### src/rtl/int_ctrl_if.sv
// Bus and CPU handshake signals of the interrupt controller; the CPU/bus side
// uses the master modport and int_ctrl uses the slave modport.
interface int_ctrl_if #(
    parameter int unsigned NUM_SRC = 6
);
    logic [3:2]         DEV_Addr;
    logic               WeDEV;
    logic [31:0]        DEV_WD;
    logic [31:0]        DEV_RD;
    logic [NUM_SRC-1:0] HWInt;
    logic               int_req;
    logic [2:0]         int_id;
    logic               int_ack;

    modport master (
        output DEV_Addr, WeDEV, DEV_WD, int_ack,
        input  DEV_RD, HWInt, int_req, int_id
    );

    modport slave (
        input  DEV_Addr, WeDEV, DEV_WD, int_ack,
        output DEV_RD, HWInt, int_req, int_id
    );
endinterface

### src/rtl/int_ctrl.sv
// Prioritised interrupt controller with MASK/MODE/PENDING/STATUS bus registers.
// Define INT_CTRL_EDGE_EN to add edge-triggered sources (MODE register, W1C).
module int_ctrl #(
    parameter int unsigned NUM_SRC = 6
) (
    input  logic               clk,
    input  logic               reset,
    int_ctrl_if.slave          bus,
    input  logic [NUM_SRC-1:0] irq_in
);
    typedef enum logic [1:0] {
        IDLE    = 2'b00,
        REQ     = 2'b01,
        SERVICE = 2'b10
    } state_t;

    state_t             state, state_nx;
    logic [NUM_SRC-1:0] irq_q;
    logic [NUM_SRC-1:0] mask;
    logic [NUM_SRC-1:0] pending;
    logic [NUM_SRC-1:0] active;
    logic [NUM_SRC-1:0] hw_int;
    logic [2:0]         sel;
    logic               found;
    logic               int_req, int_req_nx;
    logic [2:0]         int_id, int_id_nx;
    logic [2:0]         in_service, in_service_nx;
    logic               ack_take;
    logic               wr_mask, wr_status;
    logic [31:0]        rd;
    logic               unused_wd;

    assign wr_mask   = bus.WeDEV && (bus.DEV_Addr == 2'd0);
    assign wr_status = bus.WeDEV && (bus.DEV_Addr == 2'd3);
    assign unused_wd = ^bus.DEV_WD;

`ifdef INT_CTRL_EDGE_EN
    logic [NUM_SRC-1:0] mode;
    logic [NUM_SRC-1:0] pend_e, pend_e_nx;
    logic [NUM_SRC-1:0] w1c, ack_clr, rise;
    logic               wr_mode, wr_pend;

    assign wr_mode = bus.WeDEV && (bus.DEV_Addr == 2'd1);
    assign wr_pend = bus.WeDEV && (bus.DEV_Addr == 2'd2);
    assign rise    = irq_in & ~irq_q;
    assign w1c     = wr_pend ? bus.DEV_WD[NUM_SRC-1:0] : '0;
    assign ack_clr = ack_take ? (NUM_SRC'(1) << int_id) : '0;
    // Rising edge wins over clears; edge latches are dropped while a source is level.
    assign pend_e_nx = ((pend_e & ~(w1c | ack_clr)) | rise) & mode;
    assign pending   = (pend_e & mode) | (irq_q & ~mode);
`else
    assign pending = irq_q;
`endif

    assign active = pending & mask;

    always_comb begin
        sel   = '0;
        found = 1'b0;
        for (int unsigned i = 0; i < NUM_SRC; i++) begin
            if (active[i] && !found) begin
                sel   = 3'(i);
                found = 1'b1;
            end
        end
    end

    always_comb begin
        state_nx      = state;
        int_req_nx    = int_req;
        int_id_nx     = int_id;
        in_service_nx = in_service;
        ack_take      = 1'b0;
        case (state)
            IDLE: begin
                if (|active) begin
                    state_nx   = REQ;
                    int_req_nx = 1'b1;
                    int_id_nx  = sel;
                end
            end
            REQ: begin
                if (!(|active)) begin
                    state_nx   = IDLE;
                    int_req_nx = 1'b0;
                end else if (bus.int_ack) begin
                    state_nx      = SERVICE;
                    int_req_nx    = 1'b0;
                    in_service_nx = int_id;
                    ack_take      = 1'b1;
                end else begin
                    int_id_nx = sel;
                end
            end
            SERVICE: begin
                int_req_nx = 1'b0;
                if (wr_status) state_nx = IDLE;
            end
            default: begin
                state_nx   = IDLE;
                int_req_nx = 1'b0;
            end
        endcase
    end

    always_ff @(posedge clk) begin
        if (!reset) begin
            state      <= IDLE;
            int_req    <= 1'b0;
            int_id     <= '0;
            in_service <= '0;
            irq_q      <= '0;
            mask       <= '0;
            hw_int     <= '0;
`ifdef INT_CTRL_EDGE_EN
            mode       <= '0;
            pend_e     <= '0;
`endif
        end else begin
            state      <= state_nx;
            int_req    <= int_req_nx;
            int_id     <= int_id_nx;
            in_service <= in_service_nx;
            irq_q      <= irq_in;
            hw_int     <= active;
            if (wr_mask) mask <= bus.DEV_WD[NUM_SRC-1:0];
`ifdef INT_CTRL_EDGE_EN
            if (wr_mode) mode <= bus.DEV_WD[NUM_SRC-1:0];
            pend_e <= pend_e_nx;
`endif
        end
    end

    always_comb begin
        rd = '0;
        case (bus.DEV_Addr)
            2'd0: rd[NUM_SRC-1:0] = mask;
`ifdef INT_CTRL_EDGE_EN
            2'd1: rd[NUM_SRC-1:0] = mode;
`else
            2'd1: rd = '0;
`endif
            2'd2: rd[NUM_SRC-1:0] = pending;
            2'd3: begin
                rd[9:8] = state;
                rd[6:4] = in_service;
                rd[2:0] = int_id;
            end
            default: rd = '0;
        endcase
    end

    assign bus.DEV_RD  = rd;
    assign bus.HWInt   = hw_int;
    assign bus.int_req = int_req;
    assign bus.int_id  = int_id;
endmodule

### src/flat_wrapper.sv
// flat-port wrapper written by rule: the top's interface ports become plain ports
module int_ctrl_flat 
#(
    parameter int unsigned NUM_SRC = 6
)
  (clk, reset, irq_in, bus_DEV_Addr, bus_WeDEV, bus_DEV_WD, bus_int_ack, bus_DEV_RD, bus_HWInt, bus_int_req, bus_int_id);
  int_ctrl_if #(.NUM_SRC(NUM_SRC)) bus_i ();
  input  logic clk;
  input  logic reset;
  input  logic [NUM_SRC-1:0] irq_in;
  input wire logic [$bits(bus_i.DEV_Addr)-1:0] bus_DEV_Addr;
  input wire logic [$bits(bus_i.WeDEV)-1:0] bus_WeDEV;
  input wire logic [$bits(bus_i.DEV_WD)-1:0] bus_DEV_WD;
  input wire logic [$bits(bus_i.int_ack)-1:0] bus_int_ack;
  output wire logic [$bits(bus_i.DEV_RD)-1:0] bus_DEV_RD;
  output wire logic [$bits(bus_i.HWInt)-1:0] bus_HWInt;
  output wire logic [$bits(bus_i.int_req)-1:0] bus_int_req;
  output wire logic [$bits(bus_i.int_id)-1:0] bus_int_id;
  assign bus_i.DEV_Addr = bus_DEV_Addr;
  assign bus_i.WeDEV = bus_WeDEV;
  assign bus_i.DEV_WD = bus_DEV_WD;
  assign bus_i.int_ack = bus_int_ack;
  assign bus_DEV_RD = bus_i.DEV_RD;
  assign bus_HWInt = bus_i.HWInt;
  assign bus_int_req = bus_i.int_req;
  assign bus_int_id = bus_i.int_id;
  int_ctrl #(.NUM_SRC(NUM_SRC)) u_core (.clk(clk), .reset(reset), .bus(bus_i), .irq_in(irq_in));
endmodule
### config.mk
export PLATFORM = sky130hd
export DESIGN_NAME = int_ctrl_flat
export DESIGN_NICKNAME = d
export VERILOG_FILES = /design/src/rtl/int_ctrl_if.sv /design/src/rtl/int_ctrl.sv /design/src/flat_wrapper.sv
export SDC_FILE = /design/constraint.sdc
export NUM_CORES = 1
export LEC_CHECK = 0
export CAP_MARGIN = 20
export CELL_PAD_IN_SITES_DETAIL_PLACEMENT = 0
export CELL_PAD_IN_SITES_GLOBAL_PLACEMENT = 1
export CORE_MARGIN = 3
export CORE_UTILIZATION = 27
export CTS_CLUSTER_DIAMETER = 30
export DETAILED_ROUTE_END_ITERATION = 10
export GPL_ROUTABILITY_DRIVEN = 1
export PLACE_DENSITY_LB_ADDON = 0.1
export SLEW_MARGIN = 40
export SYNTH_ARGS = -nofsm -noshare
export SYNTH_HDL_FRONTEND = slang
export SYNTH_SLANG_ARGS = --single-unit
export TNS_END_PERCENT = 10
### constraint.sdc
create_clock -name clk -period 2.5 [get_ports clk]
set_input_delay 0.5 -clock clk [delete_from_list [all_inputs] [get_ports clk]]
set_output_delay 0.5 -clock clk [all_outputs]
set_load 0.02 [all_outputs]
==> out/qor.csv, run 1 <==
metric;value;unit
Clock Skew;0.005519;ns
PortBufs;36;
global-route wire length before repair;4.988;mm
Layout Cells excl Fill;232;
Die Height;75.52;um
Synth Instances;141;
top-area cell type share of the netlist area;0.4142;
slew of the pin with the lowest slew margin;0.5254;ns
fin area;1694;sq um
Placed Area;1659;sq um
Fin. Hold Viols;0;
Yosys cell types;31;
status;finished, final reports clean;
startpoint types;input port;
Comb power frac;0.159;
Vias;1038;
Layout area overhead;29.82;%
CTS sink count;27;
WL per Instance;13.97;um
Max Cap Viol;0;
final setup violation count;0;
share of cells above drive strength 1;0.1111;
largest net degree at the start of global routing;29;
Clock Latency Late Sink;0.28;ns
Power Internal;0.6130;mW
clock slew at reported path FFs;0.10;ns
Power Density;504.0;nW/um^2
Setup WS post-layout;0.04537;ns
Seq/Total Area, Yosys;0.4142;
Die Wd;75.52;um
cell taking the most area after synthesis;dfxtp_1;
post-CTS setup buffers;0;
part of the power in registers;0.534;
initial antenna violation count;0;
Vias/cell;4.474;
post_cts resized;8;
sw power;0.2408;mW
clock share of power;0.307;
Rel. slew slack;0.6497;
TritonCTS clock tree;built;
Longest Clk Path Bufs;2;
total number of H-tree levels;1;
overall routing resource usage;0.1172;
fin. max-slew vios;0;
crit end category;output pin;
DRT antenna net count;0;
area of the die;5703;sq um
Initial Util;0.2897;
fmax;0.4074;GHz
placed cells;228;
synth warn;0;
Rows;24;
Placer Congestion;0.7243;
core footprint;4504;sq um
number of global-route vias before repair;929;
DRC;0;
Tmin final;2.455;ns
DP HPWL;2.435;mm
largest fanout on the critical path;8;
Final #Nets;225;
root buf cell;clkbuf_8;
CP arrival;1.95;ns
leakage;0.7404;nW
DR iter-0 viols;51;
Antenna diodes;0;
Yosys reg bits;27;
CTS Buf Count;3;
Fin Hold WS;0.5033;ns
RSZ-0062 raised after global routing;true;
Setup Slack @ Placement;-0.2107;ns
Tcrit/Tclk final;0.9819;
worst setup path class;input port to output pin;
First-pass DRT Iterations;4;
mean area per synthesized cell;9.255;sq um
worst min-delay path class;flip-flop to flip-flop;
final WL;3.242;mm
remaining global-route overflow;0;
io pins;86;
hold_buf cts;0;
Req. time, crit path;2.00;ns
synth top area cells;dfxtp_1 41%, buf_4 13%, nand2_1 5.8%, and3_1 4.3%, mux2_2 4.3%;
Max IR drop VDD;0.0001818;V
Syn Std Cell Area;1305;sq um
Sw Share;0.2821;
## sequential cells by signal, indices dropped and copies added, names as in the netlist
| name | count |
|---|---|
| u_core.bus.HWInt | 6 |
| u_core.bus.int_id | 3 |
| u_core.bus.int_req | 1 |
| u_core.in_service | 3 |
| u_core.irq_q | 6 |
| u_core.mask | 6 |
| u_core.state | 2 |
## per-stage QoR
step / power [mW] / util / setup TNS [ns]
after floorplan: 0.5678 / - / 0
after global placement: 0.6024 / 0.3683 / -0.9779
after detailed placement: 0.6036 / 0.3683 / -1.015
after CTS: 0.8535 / 0.3764 / 0
after global routing: 0.8904 / 0.3761 / -0.01372
final: 0.8538 / 0.3761 / 0
## cell families after synthesis
family                 share of synthesized area
AOI/OAI and AO/OA                         0.1668
buffers and inverters                     0.1525
DFF                                       0.4142
muxes                                    0.07382
other                                   0.002874
and+or+nand+nor                           0.1898
## cells in the mapped netlist (all sizes together)
master / instances
dfxtp: 27
buf: 23
nand2: 20
and3: 10
and2: 7
a21boi: 6
a22o: 5
clkbuf: 5
mux2: 5
a21oi: 4
mux2i: 4
a22oi: 3
nor2: 3
nor2b: 3
a311oi: 2
inv: 2
nor3b: 2
o21ai: 2
a2bb2oi: 1
a32oi: 1
conb: 1
nand3: 1
nand4: 1
nand4b: 1
o211a: 1
o21a: 1
## layout by cell type (no fill, tap or decap), types with 3 or more instances in the layout
master / n
nand2_1: 20
dlygate4sd2_1: 3
clkdlybuf4s50_1: 27
dfxtp_1: 27
a22o_1: 4
mux2_2: 5
and3_1: 9
clkdlybuf4s15_1: 3
mux2i_1: 4
buf_4: 5
conb_1: 23
nor2b_1: 3
a21boi_0: 6
nor2_1: 3
and2_1: 6
clkbuf_8: 3
a21oi_1: 4
## power by group through the flow
stage               Clock (mW)  Sequential (mW)  Combinational (mW)
floorplan                    0            0.466               0.102
global placement             0            0.466               0.136
detailed placement           0            0.466               0.138
CTS                      0.262            0.456               0.135
global route             0.285            0.459               0.147
finish                   0.262            0.456               0.135
## critical path: stages
cell and delay (ns):
clkdlybuf4s50_1 0.46, buf_4 0.16, mux2_2 0.35, a22o_1 0.19
clkdlybuf4s15_1 0.30
## path summary, 6_finish.rpt
| path | startpoint | end | slack [ns] | depth (start not counted) |
|---|---|---|---|---|
| setup reg to reg | u_core.mask[1] | u_core.in_service[0] | 1.07 | 4 |
| hold reg to reg | u_core.mask[5] | u_core.mask[5] | 0.50 | 2 |
| hold / removal | u_core.mask[5] | u_core.mask[5] | 0.50 | 2 |
| setup / recovery | bus_DEV_Addr[0] | bus_DEV_RD[2] | 0.05 | 5 |
## routing by layer
metal / global-route usage / up-vias / routed length (um)
met2: 0.1640 / 46 / 1374
met4: 0.04272 / 0 / 74
met1: 0.1736 / 466 / 1576
met5: 0 / - / 0
met3: 0.02770 / 7 / 217
li1: - / 519 / -
## cell type report
type                            count  area [sq um]
Timing Repair Buffer               41         386.6
Tap cell                           52         65.06
Fill cell                         472          2810
Multi-Input combinational cell    106         648.1
Sequential cell                    27         540.5
Clock inverter                      1         5.005
Clock buffer                        3         41.29
Inverter                            2         7.507
Power figures use the tool's default switching activity.
==> run 2, diff against run 1 <==
--- a/constraint.sdc
+++ b/constraint.sdc
@@ -3,2 +3,2 @@
 set_output_delay 0.5 -clock clk [all_outputs]
-set_load 0.02 [all_outputs]
+set_load 0.1 [all_outputs]
==> run 2 against run 1 <==
  * Final cell count unchanged
  * Non-clock buffer count unchanged
  * Die area unchanged
  * Largest cell class unchanged
  * Via count down 0.58%
  * Setup slack better by 0.30 ns
  * First-iteration DRC count down 41%
  * Largest power group unchanged
  * Core utilization up 1.8 points
  * Global-route usage down 0.68 points
  * Clock skew down 0.0011 ns
  * Critical endpoint is now bus_DEV_RD[1]
  * Highest routed layer unchanged
  * Total power up 18%
  * Register-to-register slack worse by 0.03 ns
==> out/qor.csv, run 2 (synthesis results as in run 1) <==
metric;value;unit;change
status;finished, final reports clean;;
global-route wire length before repair;4.857;mm;-2.6%
post_cts resized;0;;-8
Hold Path End;u_core.bus.HWInt[5];;
initial antenna violation count;0;;unchanged
Worst R2R End;u_core.in_service[2];;
Layout area overhead;35.95;%;
overall routing resource usage;0.1104;;-0.006846
CP arrival;1.65;ns;-0.30 ns
number of global-route vias before repair;1013;;+9.0%
Die Wd;75.52;um;unchanged
DRC;0;;unchanged
area of the multi-input gates;650.6;sq um;+0.39%
worst min-delay path class;flip-flop to flip-flop;;
Top Family by Delay on Critical Path;buffers and inverters;;
total number of H-tree levels;1;;unchanged
slew of the pin with the lowest slew margin;0.5247;ns;-0.0006777 ns
First-pass DRT Iterations;4;;unchanged
Post-Route Utilization;0.3939;;+0.01778
root buf cell;clkbuf_8;;
final setup violation count;0;;unchanged
clock slew at reported path FFs;0.08;ns;-0.02 ns
DRT antenna net count;0;;unchanged
R2R depth;4;;unchanged
Max IR drop VDD;0.0001682;V;-7.5%
largest net degree at the start of global routing;17;;-41%
CP bufs+invs;3;;unchanged
commonest non-fill, non-tap cell in the layout;dfxtp_1;;
commonest cells after routing, fill and taps aside;27 x dfxtp_1, 23 x conb_1, 20 x nand2_1;;
DP HPWL;2.467;mm;+1.3%
worst setup path class;input port to output pin;;
area of the die;5703;sq um;unchanged
Placer Congestion;0.7027;;-3.0%
hold_buf cts;0;;unchanged
post-CTS setup buffers;0;;unchanged
remaining global-route overflow;0;;unchanged
max incr delay on CP;0.47;ns;about the same
Hold Path Stages;1;;-1
core footprint;4504;sq um;unchanged
share of cells above drive strength 1;0.2056;;+0.09444
storage element area;540.5;sq um;unchanged
startpoint types;input port;;
Rows;24;;unchanged
crit end category;output pin;;
DR iter-0 viols;30;;-41%
PortBufs;36;;unchanged
CTS sink count;27;;unchanged
TritonCTS clock tree;built;;
crit path cell chain;clkdlybuf4s50_1, nor2_1, buf_4, a22o_2, buf_12;;
leakage;0.7728;nW;+4.4%
Vias;1032;;-0.58%
Fill cells;473;;+0.21%
CTS Buf Count;3;;unchanged
Vias/cell;4.448;;-0.58%
RSZ-0062 raised after global routing;false;;
Longest Clk Path Bufs;2;;unchanged
Req. time, crit path;2.00;ns;about the same
Fin. Hold Viols;0;;unchanged
Rel. slew slack;0.6502;;about the same
Clock Skew;0.004393;ns;-0.001126 ns
hold_sp;u_core.irq_q[5];;
WL per Instance;13.30;um;-4.8%
io pins;86;;unchanged
r2r setup slk;1.04;ns;-0.03 ns
fmax;0.4649;GHz;+14%
Tcrit/Tclk final;0.8604;;-0.1215
Max Cap Viol;0;;unchanged
Clock Latency Late Sink;0.26;ns;-0.02 ns
Antenna diodes;0;;unchanged
overall power;1.007;mW;+18%
Initial Util;0.2897;;unchanged
launch point of the worst reg-to-reg path;u_core.mask[4];;
Tmin final;2.151;ns;-0.3037 ns
largest fanout on the critical path;7;;-1
Power Density;567.6;nW/um^2;+13%
fin. max-slew vios;0;;unchanged
final WL;3.085;mm;-4.8%
CP max stage cell;clkdlybuf4s50_1;;
Final #Nets;225;;unchanged
Die Height;75.52;um;unchanged
-- run 2: power by group --
part	switching [mW]	internal, mW	total (mW)
combinational	0.244	0.0683	0.313
clock	0.125	0.114	0.239
sequential	0.0133	0.442	0.456
-- run 2: final cells by class --
cell class | count | area share
Multi-Input combinational cell | 106 | 0.3667
Sequential cell | 27 | 0.3047
Timing Repair Buffer | 41 | 0.2623
Tap cell | 52 | 0.03667
Clock buffer | 4 | 0.02539
Inverter | 2 | 0.004231
-- run 2: metrics by stage --
stage               instances  setup TNS [ns]  cell area [sq um]  hold slack [ns]  worst slack [ns]
floorplan                 163       -0.007438               1390           0.4659         -0.003737
global placement          228       -0.009080               1727           0.4916         -0.008933
detailed placement        228               0               1727           0.5102          0.003278
CTS                       232               0               1772           0.5326          0.004118
global route              232               0               1774           0.5486            0.2958
finish                    232               0               1774           0.5269            0.3491
-- run 2: per-layer routing --
| metal | vias up | track usage | routed length, um |
|---|---|---|---|
| li1 | 518 | - | - |
| met1 | 474 | 0.1470 | 1435 |
| met2 | 38 | 0.1822 | 1443 |
| met3 | 2 | 0.02243 | 186 |
| met4 | 0 | 0.02913 | 19 |
| met5 | - | 0 | 0 |
-- run 2: worst max path at each step --
stage                                to                  from  slack (ns)  depth (start not counted)
after floorplan           bus_DEV_RD[0]  u_core.bus.int_id[0]      -0.004                          2
after global placement    bus_DEV_RD[1]       bus_DEV_Addr[0]      -0.009                          4
after detailed placement  bus_DEV_RD[1]       bus_DEV_Addr[0]       0.003                          4
after CTS                 bus_DEV_RD[1]       bus_DEV_Addr[0]       0.004                          4
after global routing      bus_DEV_RD[4]       bus_DEV_Addr[1]        0.30                          5
final                     bus_DEV_RD[1]       bus_DEV_Addr[1]        0.35                          5
-- run 2: worst reg2reg max path: stages (launching register included) --
cell and delay (ns):
dfxtp_1 0.40, a22oi_1 0.19, a311oi_4 0.46, mux2i_1 0.25, nor2b_1 0.06
==> run 3, diff against run 2 <==
Settings changed: CTS_BUF_LIST from default to sky130_fd_sc_hd__clkbuf_8, CTS_CLUSTER_SIZE from default to 30.
==> run 3 against run 2 <==
  * Via count decreased by 0.19%
  * Sequential power about the same
  * Register-to-register slack is essentially flat
  * Global-route usage hardly changed
  * Fmax about the same
  * Non-clock buffer count unchanged
  * Clock skew grew 0.0016 ns
  * Largest power group unchanged
==> out/qor.csv, run 3 (synthesis results as in run 1) <==
metric;value;unit;change
status;finished, final reports clean;;
core footprint;4504;sq um;unchanged
Max Cap Viol;0;;unchanged
initial antenna violation count;0;;unchanged
startpoint types;input port;;
Vias/cell;4.440;;-0.19%
Tmin final;2.151;ns;+0.00005800 ns
fin. max-slew vios;0;;unchanged
RSZ-0062 raised after global routing;false;;
Tcrit/Tclk final;0.8604;;about the same
clock slew at reported path FFs;0.08;ns;about the same
R2R depth;4;;unchanged
storage element area;540.5;sq um;unchanged
post-CTS setup buffers;0;;unchanged
slew of the pin with the lowest slew margin;0.5197;ns;-0.004998 ns
commonest cells after routing, fill and taps aside;27 x dfxtp_1, 23 x conb_1, 20 x nand2_1;;
Fill cells;473;;unchanged
area of the multi-input gates;650.6;sq um;unchanged
Fin. Hold Viols;0;;unchanged
CTS Buf Count;3;;unchanged
global-route wire length before repair;4.864;mm;+0.14%
area of the die;5703;sq um;unchanged
Clock Latency Late Sink;0.27;ns;about the same
crit end category;output pin;;
Die Height;75.52;um;unchanged
Req. time, crit path;2.00;ns;about the same
overall routing resource usage;0.1107;;+0.0002726
Longest Clk Path Bufs;2;;unchanged
Clock Skew;0.005960;ns;+0.001567 ns
Rel. slew slack;0.6535;;+0.003332
share of cells above drive strength 1;0.2056;;unchanged
DRC;0;;unchanged
First-pass DRT Iterations;4;;unchanged
largest fanout on the critical path;7;;unchanged
Layout area overhead;35.95;%;unchanged
CP arrival;1.65;ns;about the same
largest net degree at the start of global routing;17;;unchanged
DRT antenna net count;0;;unchanged
Initial Util;0.2897;;unchanged
Fin Hold WS;0.5269;ns;unchanged
Max IR drop VDD;0.0001698;V;+0.95%
Placer Congestion;0.7027;;unchanged
worst min-delay path class;flip-flop to flip-flop;;
WL per Instance;13.27;um;-0.23%
Final #Nets;225;;unchanged
fmax;0.4649;GHz;about the same
Antenna diodes;0;;unchanged
crit path cell chain;clkdlybuf4s50_1, nor2_1, buf_4, a22o_2, buf_12;;
final WL;3.078;mm;-0.23%
setup_tns;0;ns;unchanged
Post-Route Utilization;0.3939;;unchanged
Rows;24;;unchanged
overall power;1.004;mW;-0.27%
io pins;86;;unchanged
worst setup path class;input port to output pin;;
number of global-route vias before repair;1014;;+0.099%
leakage;0.7769;nW;+0.54%
PortBufs;36;;unchanged
remaining global-route overflow;0;;unchanged
Power Density;566.1;nW/um^2;-0.27%
final setup violation count;0;;unchanged
Hold Path Stages;1;;unchanged
total number of H-tree levels;1;;unchanged
Die Wd;75.52;um;unchanged
commonest non-fill, non-tap cell in the layout;dfxtp_1;;
TritonCTS clock tree;built;;
DP HPWL;2.467;mm;unchanged
CP max stage cell;clkdlybuf4s50_1;;
max incr delay on CP;0.47;ns;about the same
DR iter-0 viols;26;;-13%
root buf cell;clkbuf_8;;
Vias;1030;;-0.19%
CTS sink count;27;;unchanged
==> run 3: cell types whose count changed in the layout (fill, tap and decap cells not counted), sizes merged <==
cell    change
clkbuf      -1
inv         +1
==> run 3: timing repair <==
action	4_1_cts	5_1_grt
endpoints found under the setup margin	0	5
hold endpoints to repair	0	0
gates resized for setup	0	1
hold buffers	0	0
==> run 3: path summary, 6_finish.rpt <==
kind | startpoint | to | slack, ns
setup / recovery | bus_DEV_Addr[1] | bus_DEV_RD[1] | 0.35
setup reg to reg | u_core.mask[4] | u_core.in_service[2] | 1.05
hold reg to reg | u_core.irq_q[5] | u_core.bus.HWInt[5] | 0.53
hold / removal | u_core.irq_q[5] | u_core.bus.HWInt[5] | 0.53
==> run 3: layout make-up <==
cell class / instances / area share
clock buffer: 3 / 0.02327
clock inverter: 1 / 0.002116
inverter: 2 / 0.004231
multi-input combinational: 106 / 0.3667
sequential: 27 / 0.3047
tap: 52 / 0.03667
timing repair buffer: 41 / 0.2623
==> run 3: per-layer routing <==
metal  up-vias  share of wire  global-route usage
li1        518              -                   -
met1       470           0.46              0.1478
met2        40           0.47              0.1822
met3         2          0.066             0.02243
met4         0         0.0062             0.02913
met5         -              0                   0
==> run 3: where the power goes <==
part	internal, mW	leakage (nW)	switching, mW
clock	0.110	0.0269	0.126
sequential	0.442	0.220	0.0132
combinational	0.0683	0.530	0.244
total	0.620	0.777	0.384
==> run 3: metrics by stage <==
step | setup slack (ns) | instance area, sq um | cells
after global placement | -0.008933 | 1727 | 228
after floorplan | -0.003737 | 1390 | 163
after CTS | 0.004118 | 1772 | 232
final | 0.3490 | 1774 | 232
after global routing | 0.2958 | 1774 | 232
after detailed placement | 0.003278 | 1727 | 228
==> run 3: worst max-delay path, delay by kind of cell <==
family	cells	cell delay, ns
AND/OR/NAND/NOR	1	0.05
buffers and inverters	3	0.81
AO/OA/AOI/OAI	1	0.28
